File: src/rtl/counter_arbiter.sv
// Two-requester round-robin front end for a 16-bit up/down counter.
// Each granted transaction issues load/step strobes, then acks its owner.
module counter_arbiter (
   input  logic        CLK,
   input  logic        clear,
   input  logic        req0,
   input  logic        req1,
   input  logic [1:0]  op0,
   input  logic [1:0]  op1,
   input  logic [15:0] arg0,
   input  logic [15:0] arg1,
   output logic        ack0,
   output logic        ack1,
   output logic        err0,
   output logic        err1,
   output logic        ctr_up,
   output logic        ctr_down,
   output logic        ctr_load,
   output logic [15:0] ctr_data,
   input  logic        ctr_oFlow,
   output logic        busy,
   output logic        gnt
);

   localparam int unsigned W = 16;
   localparam logic [1:0] OP_LOAD = 2'b00;
   localparam logic [1:0] OP_UP   = 2'b01;
   localparam logic [1:0] OP_DOWN = 2'b10;
   localparam logic [1:0] OP_RSVD = 2'b11;

   typedef enum logic [1:0] {IDLE, EXEC, DONE} state_t;

   state_t         state;
   logic           last_q;
   logic           err_acc;
   logic           step_q;
   logic [W-1:0]   rem;

   logic           sel_c;
   logic [1:0]     op_c;
   logic [W-1:0]   arg_c;
   logic           err_c;

   // Round-robin pick: on a tie the requester not granted last wins.
   always_comb begin
      sel_c = req1;
      if (req0 && req1) begin
         sel_c = ~last_q;
      end
      op_c  = sel_c ? op1  : op0;
      arg_c = sel_c ? arg1 : arg0;
   end

   // The last step's overflow only shows up during DONE, so it is folded in here.
   assign err_c = err_acc | (ctr_oFlow & step_q);
   assign err0  = ack0 & err_c;
   assign err1  = ack1 & err_c;

   always_ff @(posedge CLK or negedge clear) begin
      if (!clear) begin
         state    <= IDLE;
         ack0     <= 1'b0;
         ack1     <= 1'b0;
         ctr_up   <= 1'b0;
         ctr_down <= 1'b0;
         ctr_load <= 1'b0;
         ctr_data <= '0;
         busy     <= 1'b0;
         gnt      <= 1'b0;
         last_q   <= 1'b1;
         err_acc  <= 1'b0;
         step_q   <= 1'b0;
         rem      <= '0;
      end else begin
         ack0   <= 1'b0;
         ack1   <= 1'b0;
         step_q <= ctr_up | ctr_down;
         case (state)
            IDLE: begin
               if (req0 || req1) begin
                  state   <= EXEC;
                  busy    <= 1'b1;
                  gnt     <= sel_c;
                  err_acc <= (op_c == OP_RSVD);
                  rem     <= '0;
                  case (op_c)
                     OP_LOAD: begin
                        ctr_load <= 1'b1;
                        ctr_data <= arg_c;
                     end
                     OP_UP: begin
                        if (arg_c != '0) begin
                           ctr_up <= 1'b1;
                           rem    <= arg_c - W'(1);
                        end
                     end
                     OP_DOWN: begin
                        if (arg_c != '0) begin
                           ctr_down <= 1'b1;
                           rem      <= arg_c - W'(1);
                        end
                     end
                     default: ;
                  endcase
               end
            end
            EXEC: begin
               if (ctr_oFlow && step_q) begin
                  err_acc <= 1'b1;
               end
               if (rem != '0) begin
                  rem <= rem - W'(1);
               end else begin
                  state    <= DONE;
                  ctr_up   <= 1'b0;
                  ctr_down <= 1'b0;
                  ctr_load <= 1'b0;
                  ctr_data <= '0;
                  ack0     <= ~gnt;
                  ack1     <= gnt;
               end
            end
            DONE: begin
               if (ctr_oFlow && step_q) begin
                  err_acc <= 1'b1;
               end
               state  <= IDLE;
               busy   <= 1'b0;
               last_q <= gnt;
            end
            default: state <= IDLE;
         endcase
      end
   end

endmodule
File: config.mk
export PLATFORM = sky130hd
export DESIGN_NAME = counter_arbiter
export DESIGN_NICKNAME = d
export VERILOG_FILES = /design/src/rtl/counter_arbiter.sv
export SDC_FILE = /design/constraint.sdc
export NUM_CORES = 1
export LEC_CHECK = 0
export ABC_AREA = 1
export BUFFER_PORTS_ARGS = -buffer_cell sky130_fd_sc_hd__buf_2
export CORE_ASPECT_RATIO = 1.5
export CORE_MARGIN = 1.5
export CORE_UTILIZATION = 50
export DETAILED_ROUTE_END_ITERATION = 8
export GPL_ROUTABILITY_DRIVEN = 0
export PLACE_DENSITY_LB_ADDON = 0.15
export SETUP_SLACK_MARGIN = 0.2
export SYNTH_ARGS = -nofsm -noshare
export SYNTH_HDL_FRONTEND = slang
export SYNTH_SLANG_ARGS = --single-unit
File: constraint.sdc
create_clock -name CLK -period 2.8 [get_ports CLK]
set_input_delay 0.14 -clock CLK [delete_from_list [all_inputs] [get_ports CLK]]
set_output_delay 0.14 -clock CLK [all_outputs]
set_load 0.05 [all_outputs]
==> results_dict.tcl <==
set metrics [dict create \
    rsz0062_at_grt "no" \
    synth_common_cells "nand2_1 (160), nor2_1 (60), inv_1 (58)" \
    clockBufferDepth 2 \
    cts_setup_buffers 0 \
    grt_pass1_vias 3197 \
    stdcell_area_um2 3850 \
    die_w_um 70.3 \
    vias_per_cell 5.18 \
    cp_max_fo 22 \
    grt_max_degree 45 \
    synth_most_common_cell "nand2_1" \
    fmax_ghz 0.413 \
    path_clk_slew_ps 90 \
    synth_top_cell_by_area "dfrtp_1" \
    first_pass_iters 4 \
    arrival_ps 2640 \
    start_util_pct 52.0 \
    ant_nets 0 \
    rows 36 \
    p_total_mw 4.05 \
    drt_wl_total_mm 8.41 \
    end_kind "flip-flop" \
    seqCellArea_um2 1100 \
    synth-main-ff-cell "dfrtp_1" \
    post_synth.cell_area_avg_um2 6.65 \
    total_leakage_power_nw 2.11 \
    synth_fp_nets 563 \
    hpwl_mm 6.59 \
    dpl.cell_count 641 \
    die_area_um2 7310 \
    crit_type "reg2reg" \
    fin_nets 624 \
    htree_levels 2 \
    slew_violations 0 \
    yosys_warnings 0 \
    seq_area_frac_synth_pct 32.4 \
    tightest_slew_ps 1010 \
    routed-via-count 3360 \
    async_reset_ff_share_pct 100 \
    finalHoldViolCount 5 \
    coreArea_um2 6530 \
    pre_cts_ws_ps 435 \
    fillCellCount 620 \
    fin_util_pct 59.0 \
    timing.rr.start "last_q$_DFFE_PN1P_" \
    finClkSkew_ps 7.85 \
    grt_antenna_before_repair 0 \
    ctsResizeCount 0 \
    final_cells 649 \
    holdCritPathClass "in2async" \
    post_dp_cell_area_um2 3750 \
    die_y_um 104 \
    violations "hold timing" \
    cts_sinks 44 \
    worst_skew_pair.late_latency_ps 310 \
    track_usage_pct 23.4 \
    syn_inst 511 \
    globalRouteOverflowTotal 0 \
    wl_per_cell_um 13.0 \
    final.setup.worst_slack_ps 381 \
    cts_tree "done" \
    synth_top_area_share_pct 31.7 \
    multi_input_area_um2 1980 \
    status "finished, violations left" \
    setup_viol 0 \
    area_growth_pct 13.4 \
    fin_setup_tns_ps 0 \
    power_density_nw_per_um2 1050 \
    vdd_drop_max_v 0.000595 \
    whs_ps -2.49 \
    startpoint "last_q$_DFFE_PN1P_" \
    reg2regPathDepth 11 \
    cts_root_buf "clkbuf_8" \
    fin_crit_sh_pct 86.4 \
    syn_area_um2 3400 \
    ioPinCount 66 \
    grt_pass1_wl_mm 14.0 \
    drc_errors 0 \
    cts_buffers 5 \
    portBuffers 65 \
    drive_above_1_share_pct 18.2 \
    max_slew_margin_pct 32.9 \
    synth_seq_cells 44 \
    maxCapViolations 0 \
    fin_crit_ps 2420 \
    cts_hold_buf 0 \
    yosys-top-cells-area "dfrtp_1 (32%), nand2_1 (18%), nor2_1 (6.6%)" \
    n_antenna_cell 0 \
    synth_cell_type_count 31 \
    crit_required_ps 3020 \
    drt_iter0_drc 135 \
    startpoint_type "flip-flop" \
    synth-edff-count 0 \
]
[per-layer routing]
layer / track usage [%] / wire [µm]
met5: 0 / 0
met4: 8.52 / 178
met1: 28.0 / 3670
met3: 3.20 / 249
met2: 42.0 / 4310
[worst paths after layout]
kind | end | slack (ps)
max in group asynchronous | ctr_data[5]$_DFFE_PN0P_ | 2190
min reg2reg | ack0$_DFF_PN0_ | 450
min | ack0$_DFF_PN0_ | -2
max | rem[8]$_DFFE_PN0P_ | 380
max reg2reg | rem[8]$_DFFE_PN0P_ | 380
min in group CLK | ctr_data[2]$_DFFE_PN0P_ | 260
[final cells by class]
type                            instances  area share [%]
Multi-Input combinational cell        392            51.5
Sequential cell                        44            28.6
Clock buffer                            5            1.79
Clock inverter                          3           0.487
Timing Repair Buffer                   70            9.42
Tap cell                               76            2.47
Inverter                               59            5.75
[worst max-delay path, cell delays in order (launching register included)]
cell,delay [ps]
dfstp_2,540
nand2_1,70
nand2_2,310
nand2_1,90
nand2_1,160
ha_1,230
nand3_1,130
nor2_1,240
nand2_1,110
o21ai_0,180
nand2_1,80
a21boi_0,190
[state kept, by name, summed over array words and instances (netlist names)]
register  count
ctr_down      1
last_q        1
ctr_load      1
gnt           1
state         2
ack0          1
err_acc       1
busy          1
ctr_up        1
ctr_data     16
step_q        1
ack1          1
rem          16
[kinds of logic (layout without fill, tap and decap cells)]
| logic type | Yosys count | in the layout | share of synthesized area, % |
|---|---|---|---|
| fa+ha+maj | 11 | 11 | 4.05 |
| simple gates | 306 | 306 | 40.8 |
| compound gates | 70 | 70 | 11.8 |
| flops | 44 | 44 | 32.4 |
| buf+inv | 75 | 137 | 9.68 |
| xor+xnor | 5 | 5 | 1.29 |
[power by group]
part	internal [mW]	switching (mW)
Clock	0.174	0.237
Sequential	0.949	0.211
Combinational	0.745	1.73
[placed cells by master, fill, tap and decap left out, drive strengths merged, types with 5 or more instances in the layout]
cell | Yosys | layout
a21boi | 11 | 11
a21oi | 25 | 25
buf | 14 | 70
clkbuf | 2 | 5
dfrtp | 43 | 43
ha | 11 | 11
inv | 58 | 58
nand2 | 168 | 168
nand3 | 41 | 41
nand3b | 16 | 16
nand4 | 7 | 7
nor2 | 65 | 65
nor3 | 6 | 6
o21ai | 31 | 31
(Power assumes the default switching activity.)
